[src/rtl/alu_cmd_sequencer.sv]
// Command front end for the 16-bit ALU: issues one operation at a time, waits a fixed
// latency for the ALU result and returns it over a valid/ready response channel.
module alu_cmd_sequencer #(
    parameter int WIDTH = 16,
    parameter int OPW   = 4,
    parameter int LAT   = 2
) (
    input  logic             clk,
    input  logic             rst,
    input  logic             cmd_valid,
    output logic             cmd_ready,
    input  logic [OPW-1:0]   cmd_op,
    input  logic [WIDTH-1:0] cmd_a,
    input  logic [WIDTH-1:0] cmd_b,
    input  logic             cmd_use_acc,
    input  logic             cmd_sub,
    output logic [OPW-1:0]   alu_opcode,
    output logic [WIDTH-1:0] alu_a,
    output logic [WIDTH-1:0] alu_b,
    output logic [WIDTH-1:0] alu_mode,
    input  logic [WIDTH-1:0] alu_result,
    input  logic             alu_error,
    output logic             rsp_valid,
    input  logic             rsp_ready,
    output logic [WIDTH-1:0] rsp_data,
    output logic             rsp_error,
    output logic [WIDTH-1:0] acc,
    output logic [7:0]       err_count
);

    localparam int CNT_W = (LAT < 2) ? 1 : $clog2(LAT + 1);

    localparam logic [OPW-1:0] OP_LAST_ALU = OPW'(11);
    localparam logic [OPW-1:0] OP_CLEAR    = OPW'(14);
    localparam logic [OPW-1:0] OP_NOOP     = OPW'(15);

    typedef enum logic [1:0] {
        S_IDLE = 2'd0,
        S_WAIT = 2'd1,
        S_RESP = 2'd2
    } state_t;

    state_t           state;
    state_t           state_nxt;
    logic [CNT_W-1:0] cnt;
    logic             op_alu;
    logic             op_clear;
    logic             op_noop;
    logic             cmd_fire;
    logic             cnt_done;

    function automatic logic [7:0] sat_inc8(input logic [7:0] v);
        return (v == 8'hFF) ? v : v + 8'd1;
    endfunction

    assign op_alu   = (cmd_op <= OP_LAST_ALU);
    assign op_clear = (cmd_op == OP_CLEAR);
    assign op_noop  = (cmd_op == OP_NOOP);
    assign cmd_fire = cmd_valid & cmd_ready;
    assign cnt_done = (cnt == CNT_W'(1));

    // State register
    always_ff @(posedge clk) begin
        if (rst) begin
            state <= S_IDLE;
        end else begin
            state <= state_nxt;
        end
    end

    // Next-state logic: CLEAR, NOOP and illegal opcodes skip the ALU wait
    always_comb begin
        state_nxt = state;
        case (state)
            S_IDLE: begin
                if (cmd_fire) begin
                    state_nxt = op_alu ? S_WAIT : S_RESP;
                end
            end
            S_WAIT: begin
                if (cnt_done) begin
                    state_nxt = S_RESP;
                end
            end
            S_RESP: begin
                if (rsp_ready) begin
                    state_nxt = S_IDLE;
                end
            end
            default: state_nxt = S_IDLE;
        endcase
    end

    // Handshake outputs
    always_comb begin
        cmd_ready = (state == S_IDLE) & ~rst;
        rsp_valid = (state == S_RESP);
    end

    // Issue stage: ALU operand registers hold until the next ALU-bound command
    always_ff @(posedge clk) begin
        if (rst) begin
            alu_opcode <= '0;
            alu_a      <= '0;
            alu_b      <= '0;
            alu_mode   <= '0;
            cnt        <= '0;
        end else begin
            if (state == S_IDLE && cmd_valid && op_alu) begin
                alu_opcode <= cmd_op;
                alu_a      <= cmd_use_acc ? acc : cmd_a;
                alu_b      <= cmd_b;
                alu_mode   <= {WIDTH{cmd_sub}};
                cnt        <= CNT_W'(LAT);
            end else if (state == S_WAIT) begin
                cnt <= cnt - CNT_W'(1);
            end
        end
    end

    // Response stage: local ops answer at once, ALU ops when the latency count expires
    always_ff @(posedge clk) begin
        if (rst) begin
            rsp_data  <= '0;
            rsp_error <= 1'b0;
            acc       <= '0;
            err_count <= '0;
        end else begin
            if (state == S_IDLE && cmd_valid && !op_alu) begin
                if (op_clear) begin
                    acc       <= '0;
                    rsp_data  <= '0;
                    rsp_error <= 1'b0;
                end else if (op_noop) begin
                    rsp_data  <= acc;
                    rsp_error <= 1'b0;
                end else begin
                    rsp_data  <= '0;
                    rsp_error <= 1'b1;
                    err_count <= sat_inc8(err_count);
                end
            end else if (state == S_WAIT && cnt_done) begin
                rsp_data  <= alu_result;
                rsp_error <= alu_error;
                if (alu_error) begin
                    err_count <= sat_inc8(err_count);
                end else begin
                    acc <= alu_result;
                end
            end
        end
    end

endmodule

[config.mk]
export PLATFORM = sky130hd
export DESIGN_NAME = alu_cmd_sequencer
export DESIGN_NICKNAME = d
export VERILOG_FILES = /design/src/rtl/alu_cmd_sequencer.sv
export SDC_FILE = /design/constraint.sdc
export NUM_CORES = 1
export LEC_CHECK = 0
export BUFFER_PORTS_ARGS = -buffer_cell sky130_fd_sc_hd__buf_2
export CORE_ASPECT_RATIO = 0.6
export CORE_UTILIZATION = 43
export DETAILED_ROUTE_END_ITERATION = 16
export GPL_ROUTABILITY_DRIVEN = 0
export PLACE_DENSITY_LB_ADDON = 0.1
export SYNTH_ARGS = -nofsm -noshare
export SYNTH_HDL_FRONTEND = slang
export SYNTH_SLANG_ARGS = --single-unit
[constraint.sdc]
create_clock -name clk -period 1.9 [get_ports clk]
set_input_delay 0.285 -clock clk [delete_from_list [all_inputs] [get_ports clk]]
set_output_delay 0.285 -clock clk [all_outputs]
set_load 0.005 [all_outputs]
==> flow_summary.ini, run 1 <==
[floorplan]
coreArea_sq_um = 7945
io_pins = 154
die-area_sq_um = 8637
row_count = 25
die_w_um = 119.3
dieHeight_um = 72.39
start_util_pct = 44.69

[routing]
drt_pre_antenna_iters = 4
via_per_inst = 5.220
drc = 0
num_vias = 3471
final_antenna_net_count = 0
drt_wl_total_um = 10100
wire_per_inst_um = 15.18
dr.first_iter.drc_count = 226

[setup_path]
critPathLaunchType = flip-flop
criticalPathCategory = flip-flop to flip-flop
arrival_ns = 2.03
rr_worst_depth = 5
end_kind = flip-flop
crit_required_ns = 2.13
cp_max_fo = 8

[sta]
setup_viol = 0
final-hold-violation-count = 0
period_needed_ns = 1.806
maxClockFrequency_mhz = 553.7
holdWs_ns = 0.1784
fin_setup_tns_ns = 0
worst_slew_pin_slew_ns = 0.5150
slew_viol_final = 0
maxSlewHeadroom_pct = 65.66
clock_skew_ns = 0.006068
rsz0062_at_grt = false
min_period_over_period_pct = 95.06

[pwr]
leakagePower_nw = 2.145
switching_power_mw = 1.108
ir_worst_vdd_mv = 0.4432
pwr-share-seq_pct = 42.3
clkPwrFrac_pct = 43.5
p_int_mw = 3.368
swShare_pct = 24.75
combPwrFrac_pct = 14.2
power_density_nw_per_um2 = 946.5

[clock_network]
clock-sinks = 82
cts_hold_buf = 0
clk_pin_slew_ns = 0.06
cts_made_buffers = 9
post_cts_buffers = 0
tritoncts = built
htree_levels = 3
clockRootBuffer = clkbuf_16
clockBufferDepth = 2
clk-insertion-delay-late_ns = 0.34

[global_route]
grt_use_total_pct = 23.36
grt_pass1_wl_um = 15700
grt-ovfl-total = 0
grt_max_degree = 52
antenna_found_initial = 0
grt_pass1_vias = 3122

[finish]
syn2layout_area_growth_pct = 33.16
finish.utilization_pct = 59.51
fin_nets = 613
layout-drive-gt1-share_pct = 35.91
final_common_cell = buf_2
antenna_cells = 0
layout_common_cells = buf_2, dfxtp_1, nand2_1

[logic_synthesis]
syn_nets = 479
ys_ff_latch = 82
synth.avg_cell_area_sq_um = 8.495
synth_edf_count = 0
syn_area_sq_um = 3551
ys_types = 43
syn_inst = 418
async_flop_share_pct = 0
yosysWarningCount = 0
synth_seq_area_share_pct = 46.23
synth_flop_cell = dfxtp_1

[run]
drv_cap = 0

[min_path]
whs_path_depth = 3
holdCritPathClass = input pin to flip-flop

[placed_design]
portBuffers = 153
hpwl_um = 7019

[status]
outcome = complete, no violations
-- power by group through the flow --
stage / registers (mW) / logic [mW] / clock network [mW]
finish: 1.89 / 0.636 / 1.95
global route: 1.91 / 0.708 / 2.06
CTS: 1.89 / 0.637 / 1.98
detailed placement: 1.93 / 0.633 / 0
global placement: 1.93 / 0.622 / 0
floorplan: 1.93 / 0.366 / 0
-- Yosys cell counts (all sizes together), types with 3 or more instances --
| cell type | n | share of area (%) |
|---|---|---|
| a211oi | 17 | 3.6 |
| a21oi | 44 | 6.3 |
| a221oi | 17 | 4.2 |
| buf | 24 | 4.8 |
| clkbuf | 25 | 2.6 |
| dfxtp | 82 | 46 |
| inv | 3 | 0.32 |
| mux2 | 4 | 1.3 |
| mux2i | 16 | 4.5 |
| nand2 | 61 | 6.5 |
| nand4 | 20 | 3.5 |
| nor2 | 46 | 4.9 |
| nor2b | 8 | 1.4 |
| nor3 | 24 | 3.5 |
| nor4 | 4 | 1.1 |
-- area by class of cell --
class / instances / area (sq um)
fill: 733 / 3217
clock buffer: 12 / 266.5
clock inverter: 4 / 72.57
tap: 108 / 135.1
multi-input combinational: 284 / 1664
sequential: 82 / 1642
timing repair buffer: 172 / 937.1
inverter: 3 / 11.26
-- repair_timing --
item	CTS	global route
setup endpoints to repair	0	13
gates resized for setup	0	4
endpoints found under the hold margin	0	0
-- path summary, 6_finish.rpt --
| path | slack, ns | from | end |
|---|---|---|---|
| worst max register to register | 0.09 | state[0] | err_count[7] |
| worst min-delay path | 0.18 | cmd_b[7] | alu_b[7] |
| worst min register to register | 0.45 | alu_b[13] | alu_b[13] |
| worst max-delay path | 0.09 | state[0] | err_count[7] |
-- worst max-delay path, cell delays in order (launching register included) --
cell,delay (ns)
dfxtp_1,0.32
buf_4,0.15
nand4b_1,0.23
a21o_2,0.33
nor4_1,0.30
mux2_2,0.36
-- metal layers --
layer	share of wire, %	vias to the layer above	GRT usage, %
li1	-	1737	-
met1	46	1609	31.73
met2	45	116	34.17
met3	8.3	9	10.22
met4	0.94	0	5.139
met5	0	-	0
-- sequential cells by signal, summed over array words and instances (netlist names) --
signal,count
acc,16
alu_a,16
alu_b,16
alu_mode,1
alu_opcode,4
cnt,2
err_count,8
rsp_data,16
rsp_error,1
state,2
-- metrics by stage --
stage	cells	setup WS [ns]	cell area [sq um]	power [mW]
CTS	665	0.01975	4711	4.509
finish	665	0.09385	4728	4.475
detailed placement	649	0.02644	4372	2.562
global route	665	0.01216	4728	4.675
floorplan	418	0.02961	3570	2.301
global placement	649	0.05440	4372	2.547
-- cell families (layout without fill, tap and decap cells) --
family	after synthesis	after routing	share of synthesized area (%)
AOI/OAI and AO/OA	85	85	15.47
xor gates and xnor gates	1	1	0.2467
adders and majority gates	2	2	0.7046
buffers and inverters	52	191	7.717
DFF	82	82	46.23
muxes	20	20	5.779
and+or+nand+nor	176	176	23.86
Power figures use the tool's default switching activity.
==> run 2, diff against run 1 <==
CORE_UTILIZATION = 44   (was 43)
CTS_BUF_LIST = sky130_fd_sc_hd__clkbuf_4 sky130_fd_sc_hd__clkbuf_8   (was unset)
==> flow_summary.ini, run 2 (synthesis results as in run 1) <==
[status]
outcome = complete, no violations

[clock_network]
clk-insertion-delay-late_ns = 0.36
clockRootBuffer = clkbuf_8
tritoncts = built
clockBufferDepth = 2
cts_made_buffers = 9
clock-sinks = 82
htree_levels = 3
cts_hold_buf = 0
clk_pin_slew_ns = 0.08

[placed_design]
hpwl_um = 7195
place_ws_ns = 0.02931
place_area_sq_um = 4399
portBuffers = 153

[setup_path]
critPathLaunchType = flip-flop
r2r-end = err_count[7]
cp_max_fo = 10
startpoint = state[0]
arrival_ns = 2.08
rr_worst_depth = 5
ff2ff_setup_slack_ns = 0.07
r2r_start = state[0]
endpoint = err_count[7]
criticalPathCategory = flip-flop to flip-flop
crit_required_ns = 2.15
end_kind = flip-flop

[finish]
finish.utilization_pct = 61.49
finalInstanceArea_sq_um = 4634
layout-drive-gt1-share_pct = 36.02
fin_nets = 614
layout_common_cells = buf_2, dfxtp_1, nand2_1
syn2layout_area_growth_pct = 30.51
final_common_cell = buf_2
antenna_cells = 0

[run]
drv_cap = 0

[sta]
slew_viol_final = 0
period_needed_ns = 1.830
min_period_over_period_pct = 96.33
final-hold-violation-count = 0
setup_viol = 0
worst_slew_pin_slew_ns = 0.5164
finalWorstSetupSlack_ns = 0.06969
maxClockFrequency_mhz = 546.4
clock_skew_ns = 0.005602
maxSlewHeadroom_pct = 65.45

[global_route]
antenna_found_initial = 0
grt_use_total_pct = 24.19
grt_pass1_wl_um = 16060
grt_pass1_vias = 3229
grt_max_degree = 48
grt-ovfl-total = 0

[routing]
dr.first_iter.drc_count = 206
drt_wl_total_um = 10050
drt_pre_antenna_iters = 5
wire_per_inst_um = 15.18
num_vias = 3473
via_per_inst = 5.246
drc = 0
final_antenna_net_count = 0

[floorplan]
start_util_pct = 47.11
row_count = 24
die_w_um = 118.0
coreArea_sq_um = 7537
io_pins = 154
die-area_sq_um = 8445
dieHeight_um = 71.59

[min_path]
holdCritPathClass = input pin to flip-flop

[pwr]
leakagePower_nw = 2.108
power_density_nw_per_um2 = 836.6
p_total_mw = 3.877
ir_worst_vdd_mv = 0.4983
-- run 2: routing by layer --
metal	vias to the layer above	share of wire, %	GRT usage [%]
li1	1736	-	-
met1	1612	46	32.63
met2	118	46	37.32
met3	7	7.3	7.803
met4	0	0.69	6.980
met5	-	0	0
-- run 2: worst min-delay path by stage --
stage	start	endpoint	slack, ns	cells after the start
3_5_place_dp	alu_b[7]	alu_b[7]	0.44	2
6_report	cmd_b[5]	alu_b[5]	0.16	3
2_1_floorplan	cmd_b[0]	alu_b[0]	0.42	2
4_1_cts	cmd_sub	alu_mode[0]	0.15	3
3_3_place_gp	alu_b[5]	alu_b[5]	0.44	2
5_1_grt	cmd_b[10]	alu_b[10]	0.16	3
-- run 2: cell type report --
type,instances,area [sq um]
Clock buffer,14,173.9
Clock inverter,2,35.03
Fill cell,683,2903
Inverter,3,11.26
Multi-Input combinational cell,284,1673
Sequential cell,82,1642
Tap cell,104,130.1
Timing Repair Buffer,173,969.7
-- run 2: critical path: stages (launching register included) --
cell and delay, ns:
dfxtp_1 0.39, or3b_4 0.43, nor3_4 0.17, a21oi_4 0.10, nor4_2 0.28, mux2_2 0.35
-- run 2: through the flow --
stage               hold WS, ns  instances  TNS (ns)
floorplan                0.4210        418         0
global placement         0.4393        646         0
detailed placement       0.4439        646         0
CTS                      0.1456        662         0
global route             0.1561        662  -0.01976
finish                   0.1555        662         0
-- run 2: timing repair --
action | in CTS | in global routing
setup endpoints to repair | 0 | 5
gates resized for setup | 0 | 5
hold endpoints to repair | 0 | 0
buffers inserted | 0 | 0
-- run 2: power by group --
| part | switching (mW) | internal, mW | total (mW) | leakage, nW |
|---|---|---|---|---|
| Sequential | 0.0670 | 1.83 | 1.89 | 0.669 |
| Combinational | 0.355 | 0.294 | 0.649 | 1.33 |
| Clock | 0.611 | 0.723 | 1.33 | 0.111 |
==> run 3, diff against run 2 <==
CELL_PAD_IN_SITES_DETAIL_PLACEMENT = 2   (was unset)
CELL_PAD_IN_SITES_GLOBAL_PLACEMENT = 2   (was unset)
CORE_UTILIZATION = 24   (was 44)
REMOVE_ABC_BUFFERS = 1   (was unset)
==> flow_summary.ini, run 3 (synthesis results as in run 1) <==
[status]
outcome = complete, no violations

[finish]
nFillCells = 1680
layout-drive-gt1-share_pct = 39.37
layout_common_cells = buf_2, dfxtp_1, nand2_1
fin_nets = 625
final_common_cell = buf_2
syn2layout_area_growth_pct = 39.25
stdcell_count = 768

[global_route]
antenna_found_initial = 1
grt-ovfl-total = 0
grt_pass1_vias = 3874
grt_use_total_pct = 18.40
grt_max_degree = 39
grt_pass1_wl_um = 21740

[floorplan]
die_w_um = 159.0
start_util_pct = 24.55
dieHeight_um = 96.22
io_pins = 154
die-area_sq_um = 15300
coreArea_sq_um = 14460
row_count = 34

[routing]
dr.first_iter.drc_count = 102
via_per_inst = 4.771
drt_pre_antenna_iters = 4
drt_wl_total_um = 13910
num_vias = 3664
drc = 0
wire_per_inst_um = 18.11
final_antenna_net_count = 0

[sta]
maxSlewHeadroom_pct = 70.12
worst_slew_pin_slew_ns = 0.4482
setup_viol = 0
holdWs_ns = 0.1582
min_period_over_period_pct = 98.21
slew_viol_final = 0
final-hold-violation-count = 0
rsz0062_at_grt = true
clock_skew_ns = 0.01643
maxClockFrequency_mhz = 535.9
period_needed_ns = 1.866

[setup_path]
arrival_ns = 2.12
crit_required_ns = 2.15
cp_max_fo = 12
end_kind = flip-flop
critPathLaunchType = flip-flop
criticalPathCategory = flip-flop to flip-flop

[placed_design]
hpwl_um = 9904
dp.cells = 747
portBuffers = 153

[clock_network]
tritoncts = built
clockBufferDepth = 2
cts_made_buffers = 9
clock-sinks = 82
clockRootBuffer = clkbuf_8
clk_pin_slew_ns = 0.09
htree_levels = 3
clk-insertion-delay-late_ns = 0.36

[pwr]
power_density_nw_per_um2 = 807.8
ir_worst_vdd_mv = 0.2560
p_total_mw = 3.994
leakagePower_nw = 2.177

[run]
drv_cap = 0

[min_path]
holdCritPathClass = input pin to flip-flop
## run 3: cell count changes in the layout (fill, tap and decap cells not counted), moves of 2 or more
cell and change:
buf_12 +2, nor2_2 +2, clkinvlp_4 +2, nor2_1 -2, a21oi_1 -2, clkbuf_4 -2, buf_4 +6, nor3_1 -2
nor3_2 +2
## run 3: worst max-delay path, stage by stage, from the launching register on
cell	delay (ns)
dfxtp_2	0.36
or3b_4	0.42
nor3_4	0.17
a21oi_4	0.11
nor4_2	0.34
mux2_2	0.36
## run 3: per-layer routing
| metal | vias up | track usage (%) | part of all wire (%) |
|---|---|---|---|
| li1 | 1755 | - | - |
| met1 | 1789 | 24.31 | 50 |
| met2 | 105 | 29.20 | 43 |
| met3 | 15 | 5.816 | 6.3 |
| met4 | 0 | 4.407 | 0.96 |
| met5 | - | 0 | 0 |
## run 3: worst paths after layout
path            start            to  slack [ns]  cells after the start
max reg2reg  state[0]  err_count[7]        0.03                      5
min reg2reg  alu_b[5]      alu_b[5]        0.46                      2
min          cmd_b[6]      alu_b[6]        0.16                      3
max          state[0]  err_count[7]        0.03                      5
## run 3: per-stage QoR
| step | area, sq um | setup WS [ns] | TNS, ns | utilization, % |
|---|---|---|---|---|
| floorplan | 3288 | -1.091 | -34.49 | - |
| global placement | 4606 | -0.1195 | -1.686 | 31.84 |
| detailed placement | 4606 | -0.08608 | -1.120 | 31.84 |
| CTS | 4880 | -0.02603 | -0.04769 | 33.74 |
| global route | 4942 | -0.01898 | -0.04998 | 34.17 |
| finish | 4945 | 0.03399 | 0 | 34.19 |
## run 3: layout make-up
cell class | instances | area [sq um] | share of cell area (%)
inverter | 3 | 11.26 | 0.2277
tap | 198 | 247.7 | 5.010
clock inverter | 4 | 50.05 | 1.012
sequential | 82 | 1643 | 33.22
multi-input combinational | 284 | 1728 | 34.94
antenna | 1 | 2.502 | 0.05061
timing repair buffer | 184 | 1104 | 22.32
clock buffer | 12 | 158.9 | 3.214
## run 3: power by group
group | switching, mW | internal (mW)
registers | 0.0675 | 1.83
logic | 0.408 | 0.326
clock network | 0.672 | 0.693
total | 1.15 | 2.85
## run 3: what timing repair did
action,4_1_cts,5_1_grt
gates cloned,1,1
gates resized for setup,6,11
hold buffers,0,0
pin swaps,0,5
endpoints found under the setup margin,20,35
setup buffers,0,2
